<file path="config.mk">
export PLATFORM = sky130hd
export DESIGN_NAME = fetch_stage
export DESIGN_NICKNAME = d
export VERILOG_FILES = /design/src/rtl/fetch_stage_pkg.sv /design/src/rtl/fetch_stage_pc_reg.sv /design/src/rtl/fetch_stage.sv
export SDC_FILE = /design/constraint.sdc
export NUM_CORES = 1
export LEC_CHECK = 0
export BUFFER_PORTS_ARGS = -buffer_cell sky130_fd_sc_hd__buf_2
export CORE_MARGIN = 2
export CORE_UTILIZATION = 30
export DETAILED_ROUTE_END_ITERATION = 12
export PLACE_DENSITY = 0.62
export SYNTH_ARGS = -nofsm -noshare
export SYNTH_HDL_FRONTEND = slang
export SYNTH_SLANG_ARGS = --single-unit
</file>
<file path="constraint.sdc">
create_clock -name clk -period 5.25 [get_ports clk]
set_input_delay 1.05 -clock clk [delete_from_list [all_inputs] [get_ports clk]]
set_output_delay 1.05 -clock clk [all_outputs]
set_load 0.1 [all_outputs]
</file>
<file path="src/rtl/fetch_stage_pkg.sv">
// Shared definitions for the instruction fetch stage.
package fetch_stage_pkg;

  typedef enum logic [1:0] {
    ST_REQ  = 2'd0,
    ST_WAIT = 2'd1,
    ST_HOLD = 2'd2
  } state_t;

  localparam logic [31:0] RESET_PC_DEF = 32'h0040_0000;
  localparam logic [31:0] NOP_WORD     = 32'h0000_0000;

endpackage

</file>
<file path="src/rtl/fetch_stage_pc_reg.sv">
// Program counter register: async active-low reset, load enable.
module pc_reg #(
  parameter logic [31:0] RESET_VAL = 32'h0000_0000
) (
  input  logic        clk,
  input  logic        reset_n,
  input  logic        load,
  input  logic [31:0] d,
  output logic [31:0] q
);

  always_ff @(posedge clk or negedge reset_n) begin
    if (!reset_n)
      q <= RESET_VAL;
    else if (load)
      q <= d;
  end

endmodule

</file>
<file path="src/rtl/fetch_stage.sv">
// Instruction fetch stage: one outstanding imem request, 1-entry stall buffer.
module fetch_stage
  import fetch_stage_pkg::*;
#(
  parameter logic [31:0] RESET_PC = RESET_PC_DEF
) (
  input  logic        clk,
  input  logic        reset_n,
  output logic        imem_req_valid,
  input  logic        imem_req_ready,
  output logic [31:0] imem_addr,
  input  logic        imem_rsp_valid,
  input  logic [31:0] imem_rsp_data,
  input  logic        stall,
  input  logic        redirect_valid,
  input  logic [31:0] redirect_pc,
  output logic        if_id_valid,
  output logic [31:0] if_id_instr,
  output logic [31:0] if_id_pc4,
  output logic [5:0]  if_id_op
);

  state_t      state;
  logic        squash;
  logic [31:0] rsp_buf;
  logic [31:0] pc;
  logic [31:0] pc_plus4;
  logic [31:0] pc_next;
  logic        pc_load;
  logic        unused_redirect_lsbs;

  assign unused_redirect_lsbs = ^redirect_pc[1:0];
  assign pc_plus4 = pc + 32'd4;

  pc_reg #(
    .RESET_VAL(RESET_PC)
  ) u_pc_reg (
    .clk    (clk),
    .reset_n(reset_n),
    .load   (pc_load),
    .d      (pc_next),
    .q      (pc)
  );

  // The PC advances exactly when an IF/ID load happens; a redirect overrides it.
  always_comb begin
    pc_load = 1'b0;
    pc_next = pc_plus4;
    if (redirect_valid) begin
      pc_load = 1'b1;
      pc_next = {redirect_pc[31:2], 2'b00};
    end else if (state == ST_WAIT && imem_rsp_valid && !squash && (!stall || !if_id_valid)) begin
      pc_load = 1'b1;
    end else if (state == ST_HOLD && !stall) begin
      pc_load = 1'b1;
    end
  end

  always_ff @(posedge clk or negedge reset_n) begin
    if (!reset_n) begin
      state       <= ST_REQ;
      squash      <= 1'b0;
      rsp_buf     <= NOP_WORD;
      if_id_valid <= 1'b0;
      if_id_instr <= NOP_WORD;
      if_id_pc4   <= '0;
    end else if (redirect_valid) begin
      if_id_valid <= 1'b0;
      case (state)
        ST_REQ: begin
          if (imem_req_ready) begin
            state  <= ST_WAIT;
            squash <= 1'b1;
          end
        end
        ST_WAIT: begin
          if (imem_rsp_valid) begin
            state  <= ST_REQ;
            squash <= 1'b0;
          end else begin
            squash <= 1'b1;
          end
        end
        default: begin
          state   <= ST_REQ;
          rsp_buf <= NOP_WORD;
        end
      endcase
    end else begin
      if (!stall)
        if_id_valid <= 1'b0;
      case (state)
        ST_REQ: begin
          if (imem_req_ready)
            state <= ST_WAIT;
        end
        ST_WAIT: begin
          if (imem_rsp_valid) begin
            if (squash) begin
              squash <= 1'b0;
              state  <= ST_REQ;
            end else if (!stall || !if_id_valid) begin
              if_id_valid <= 1'b1;
              if_id_instr <= imem_rsp_data;
              if_id_pc4   <= pc_plus4;
              state       <= ST_REQ;
            end else begin
              rsp_buf <= imem_rsp_data;
              state   <= ST_HOLD;
            end
          end
        end
        default: begin
          if (!stall) begin
            if_id_valid <= 1'b1;
            if_id_instr <= rsp_buf;
            if_id_pc4   <= pc_plus4;
            state       <= ST_REQ;
          end
        end
      endcase
    end
  end

  assign imem_req_valid = (state == ST_REQ);
  assign imem_addr      = pc;
  assign if_id_op       = if_id_instr[31:26];

endmodule

</file>
==> results of run 1 <==
## cells in the final DEF (no fill, tap or decap), types with 2 or more instances in the layout
cell and n:
nor4_4 3, buf_4 7, o21ai_0 86, nor2_1 17, a22o_1 32, nand4_4 2
clkbuf_16 17, mux2i_1 33, nor4_1 3, nor2b_1 3, nand4_1 17, buf_2 166
clkinvlp_4 2, nand2_1 105, and3_1 4, and4_2 2, xnor2_1 26, nor3_1 6
nor4_2 3, inv_6 2, clkinv_4 5, o21ai_1 3, dfrtp_1 127, bufinv_16 4
mux2_2 2, xor2_1 31, a21oi_1 4, conb_1 4, nand3_1 20
## worst register-to-register path, cell delays in order (launching register included)
cell and delay [ns]:
dfrtp_1 0.56, ha_1 0.34, nand4_1 0.26, nor4_4 0.76, nand4_1 0.20, xor2_1 0.18
o21ai_0 0.16
## report_power, final
part,leakage (uW),switching [uW],internal (uW)
sequential,0.00166,185,1260
clock,0.000303,475,804
combinational,0.00171,2300,365
total,0.00367,2960,2430
## layer usage
metal	GRT usage [%]	part of all wire, %	vias up
met5	0	0	-
met4	3.37	0.68	0
met3	5.09	5.9	11
met2	23.8	45	147
met1	21.7	49	2360
li1	-	-	2382
## final cells by class
cell class                      count  area (sq um)  share of cell area (%)
Clock buffer                       18           429                    5.53
Clock inverter                     14           208                    2.68
Sequential cell                   128          3200                    41.3
Tap cell                          270           338                    4.35
Multi-Input combinational cell    423          2690                    34.6
Timing Repair Buffer              174           895                    11.5
## metrics by stage
stage	instance area (sq um)	total power (uW)	hold WS, ns	setup slack (ns)	cells
detailed placement	7120	4140	0.464	1.97	995
global route	7760	5610	0.500	2.19	1027
floorplan	6190	3720	0.466	2.41	609
CTS	7760	5440	0.478	2.42	1027
finish	7760	5390	0.471	2.45	1027
global placement	7120	4130	0.456	1.99	995
## state kept, by name, summed over array words and instances (netlist names)
signal	cells
rsp_buf	32
if_id_pc4	30
state	2
u_pc_reg.q	30
if_id_valid	1
if_id_instr	32
squash	1
## cells by family after synthesis
family	count (synthesis)	synth area share, %
mux	35	5.71
compound gates	132	13.0
fa+ha+maj	1	0.202
xor+xnor	57	8.08
other cells	1	0.0607
flops	128	51.9
simple gates	194	16.0
buf+inv	58	5.14
## path summary, 6_finish.rpt
kind	depth (start not counted)	from	end	slack, ns
max	5	redirect_valid	if_id_pc4[22]	2.45
min	2	if_id_pc4[25]	if_id_pc4[25]	0.47
min in group asynchronous	1	reset_n	if_id_instr[19]	0.73
max reg2reg	6	u_pc_reg.q[2]	u_pc_reg.q[20]	2.70
min reg2reg	2	if_id_pc4[25]	if_id_pc4[25]	0.47
max in group asynchronous	2	reset_n	rsp_buf[28]	3.45
==> flow_metrics.tcl, run 1 <==
set metrics [dict create \
    status "completed" \
    grt_pass1_vias 4863 \
    nNetsFinal 815 \
    vdd.ir_drop.worst_v 0.000269 \
    cp_common_cell "buf_4" \
    insertion_delay_ns 0.42 \
    wirelength_um 16500 \
    synth.top_cells.by_area "dfrtp_1, o21ai_0, nand2_1" \
    maxSlewHeadroom_pct 25.6 \
    die_h_um 148 \
    power_density_nw_per_um2 694 \
    ys.flop_type "dfrtp_1" \
    drt_iter0_markers 150 \
    grt_first_pass_wirelength_um 26800 \
    worstPathArrival_ns 3.09 \
    critPathKind "in2reg" \
    viasPerCell 4.77 \
    grt_usage_pct 15.6 \
    synthesis.area_sq_um 6180 \
    clock-sinks 128 \
    synth_cell_types 45 \
    clk_pin_slew_ns 0.06 \
    crit_chain "buf_2, buf_4, or3_4, buf_4, o21ai_0" \
    antenna_found_initial 0 \
    setup_violations 0 \
    cts_setup_buffers 0 \
    yosysWarnings 0 \
    grt-ovfl-total 0 \
    hp-class "reg2reg" \
    core_sq_um 20200 \
    synth_top_area_cell "dfrtp_1" \
    place_congestion 0.710 \
    drv_cap 0 \
    crit_path_end_kind "flip-flop" \
    io_pins 174 \
    htreeDepth 4 \
    ys_seq_area_share_pct 51.9 \
    post-dp-hpwl_um 11100 \
    crit_path_max_fanout 103 \
    syn_inst 606 \
    route.detailed.drc 0 \
    cp_num_buf_inv 3 \
    max-clock-path-buffers 2 \
    avgRoutedWirePerCell_um 16.1 \
    cts_tree "built" \
    hold_viol_final 0 \
    cp-start-kind "input pin" \
    cts-resized-gates 0 \
    num_rows 52 \
    nFillCells 2056 \
    numPortBuffers 167 \
    p_leak_uw 0.00367 \
    min_period_ns 2.80 \
    syn_avg_cell_area_sq_um 10.2 \
    rsz0062_at_grt "false" \
    tightest_slew_ns 1.12 \
    vias 4900 \
    synthArstFlopShare_pct 100 \
    numCtsBuffers 17 \
    synthTopCellsByCount "dfrtp_1, nand2_1, o21ai_0" \
    hold_buffers 0 \
    synthToLayoutAreaGrowth_pct 25.6 \
    slowest_stage "or3_4" \
    required_ns 5.54 \
    drv_slew 0 \
    utilization_pct 38.3 \
    skew_ns 0.0103 \
    die-area_sq_um 21800 \
    antenna_left 0 \
    cts-root-buf "clkbuf_16" \
    synth_top_area_share_pct 51.4 \
    grt_max_degree 104 \
    postSynthRegisterBits 128 \
    fin_crit_sh_pct 53.3 \
    dr.pass1.iters 4 \
    diodes 0 \
    tns_ns 0 \
    synth_edf_count 0 \
    fmaxAchievable_mhz 358 \
    post-synth-top-count-cell "dfrtp_1" \
    cpPeakStageDelay_ns 0.91 \
    start_util_pct 30.5 \
    cp_top_family "buffers and inverters" \
    die_w_um 148 \
    drive_gt1_share_pct 29.7 \
]
Power figures use the tool's default switching activity.
==> inputs of run 2 (changes only) <==
--- a/config.mk
+++ b/config.mk
@@ -9,7 +9,7 @@
 export CORE_MARGIN = 2
 export CORE_UTILIZATION = 30
 export DETAILED_ROUTE_END_ITERATION = 12
-export PLACE_DENSITY = 0.62
+export PLACE_DENSITY = 0.64
 export SYNTH_ARGS = -nofsm -noshare
 export SYNTH_HDL_FRONTEND = slang
 export SYNTH_SLANG_ARGS = --single-unit
==> constraint.sdc (replaced) <==
create_clock -name clk -period 2.45 [get_ports clk]
set_input_delay 0.49 -clock clk [delete_from_list [all_inputs] [get_ports clk]]
set_output_delay 0.49 -clock clk [all_outputs]
set_load 0.1 [all_outputs]
==> run 2 against run 1 <==
Final area rose by 2.1%. Clock skew fell by 0.00084 ns. Critical path depth rose by 2. Non-clock buffer count rose by 17. Global-route usage fell by 0.088 points. Die area did not move. First-iteration DRC count rose by 22%. Flip-flop and latch count did not move. Final cell count rose by 1.7%. Clock-buffer cell count rose by 5. Register-to-register slack got worse by 2.3 ns. Setup slack got worse by 2.0 ns. Largest cell class unchanged.
==> flow_metrics.tcl, run 2 (synthesis gave the netlist of run 1 again) <==
set metrics [dict create \
    status "completed" \
    max-clock-path-buffers 2 \
    clock-sinks 128 \
    m1WireLength_um 7710 \
    top_regs "if_id_instr (32), rsp_buf (32)" \
    viasPerCell 4.75 \
    p_sw_share_pct 54.5 \
    diodes 0 \
    tightest_slew_ns 0.572 \
    final_cell_mix "buf_2, dfrtp_1, nand2_1" \
    p_comb_share_pct 50.1 \
    fin_crit_sh_pct 83.3 \
    fin_ws_ns 0.409 \
    clk_pin_slew_ns 0.06 \
    core_sq_um 20200 \
    internal_power_uw 5220 \
    dp_slack_ns 0.282 \
    numCtsBuffers 17 \
    drv_slew 0 \
    p_leak_uw 0.00375 \
    worstPathArrival_ns 2.37 \
    drv_cap 0 \
    nFillCells 2059 \
    pwr-share-clk_pct 23.0 \
    grt_max_degree 75 \
    avgRoutedWirePerCell_um 15.7 \
    nNetsFinal 832 \
    grt_usage_pct 15.5 \
    hp-class "in2reg" \
    die_h_um 148 \
    skew_ns 0.00944 \
    die_w_um 148 \
    cts_tree "built" \
    routed.top_layer "met4" \
    num_rows 52 \
    hold_viol_final 0 \
    worstHoldStart "redirect_pc[11]" \
    place_congestion 0.790 \
    io_pins 174 \
    rr_startpoint "u_pc_reg.q[2]" \
    required_ns 2.78 \
    synthToLayoutAreaGrowth_pct 28.2 \
    seqPwrFrac_pct 26.9 \
    crit_chain "ha_1, nand4_1, nor4_4, buf_4, nand4_1, xor2_1, o21ai_0" \
    crit_path_end_kind "flip-flop" \
    post-dp-hpwl_um 11400 \
    cts-root-buf "clkbuf_16" \
    htreeDepth 4 \
    rsz0062_at_grt "false" \
    met2_length_um 7530 \
    power_density_nw_per_um2 1450 \
    antenna_found_initial 0 \
    dr.pass1.iters 4 \
    layout_commonest_cell "buf_2" \
    worstSetupEndpoint "u_pc_reg.q[20]" \
    cts-resized-gates 0 \
    cpPeakStageDelay_ns 0.44 \
    antenna_left 0 \
    tns_ns 0 \
    cp-start-kind "flip-flop" \
    critPathKind "reg2reg" \
    drive_gt1_share_pct 32.4 \
    grt-ovfl-total 0 \
    startpoint "u_pc_reg.q[2]" \
    p_sw_uw 6270 \
    route.detailed.drc 0 \
    regToRegEndpoint "u_pc_reg.q[20]" \
    power_uw 11500 \
    r2r_setup_slack_ns 0.41 \
    maxSlewHeadroom_pct 61.8 \
    wirelength_um 16400 \
    grt_first_pass_wirelength_um 26300 \
    start_util_pct 30.5 \
    cp_common_cell "nand4_1" \
    insertion_delay_ns 0.42 \
    wl_met3_um 961 \
    numPortBuffers 167 \
    crit_path_max_fanout 14 \
    die-area_sq_um 21800 \
    min_period_ns 2.04 \
    fmaxAchievable_mhz 490 \
    grt_pass1_vias 4856 \
    vdd.ir_drop.worst_v 0.00100 \
    vias 4956 \
    setup_violations 0 \
    drt_iter0_markers 183 \
    ff2ff_path_depth 7 \
    slowest_stage "dfrtp_2" \
]
-- run 2: timing repair --
action                                 CTS  global route
endpoints found under the hold margin   34             0
setup buffers                            0             0
hold buffers                             1             0
setup endpoints to repair                0             0
-- run 2: power by group through the flow --
| stage | logic [uW] | clock network (uW) | registers (uW) |
|---|---|---|---|
| after floorplan | 1170 | 0 | 6800 |
| after global placement | 5760 | 0 | 3110 |
| after detailed placement | 5780 | 0 | 3140 |
| after CTS | 5790 | 2710 | 3100 |
| after global routing | 5970 | 2790 | 3180 |
| final | 5750 | 2650 | 3090 |
-- run 2: per-layer routing --
metal	global-route usage, %	vias to the layer above
li1	-	2409
met1	20.7	2399
met2	24.3	131
met3	4.94	17
met4	4.23	0
met5	0	-
-- run 2: how the worst min path moves through the flow --
stage / endpoint / slack [ns] / depth (start not counted)
floorplan: if_id_instr[0] / 0.19 / 0
global placement: if_id_instr[31] / 0.42 / 1
detailed placement: if_id_instr[31] / 0.41 / 1
CTS: u_pc_reg.q[8] / 0.25 / 3
global route: squash / 0.27 / 2
finish: u_pc_reg.q[11] / 0.27 / 3
-- run 2: stage by stage --
step           cells  area [sq um]  hold slack, ns  util, %
5_1_grt         1044          7920           0.269     39.1
3_5_place_dp    1011          7290           0.415     36.0
4_1_cts         1044          7920           0.253     39.1
6_report        1044          7920           0.273     39.1
3_3_place_gp    1011          7290           0.418     36.0
2_1_floorplan    609          6200           0.194        -
-- run 2: final cells by class --
type | count | area [sq um] | area share (%)
Clock buffer | 23 | 488 | 6.16
Clock inverter | 9 | 130 | 1.64
Multi-Input combinational cell | 423 | 2690 | 33.9
Sequential cell | 128 | 3220 | 40.6
Tap cell | 270 | 338 | 4.26
Timing Repair Buffer | 191 | 1060 | 13.4
-- run 2: worst max-delay path: cells and delay by family, from the launching register on --
family,cells,cell delay [ns]
AO/OA/AOI/OAI,1,0.17
XOR/XNOR,1,0.16
adder cells (fa/ha/maj),1,0.28
AND/OR/NAND/NOR,3,0.65
flip-flops,1,0.44
buffers and inverters,1,0.25
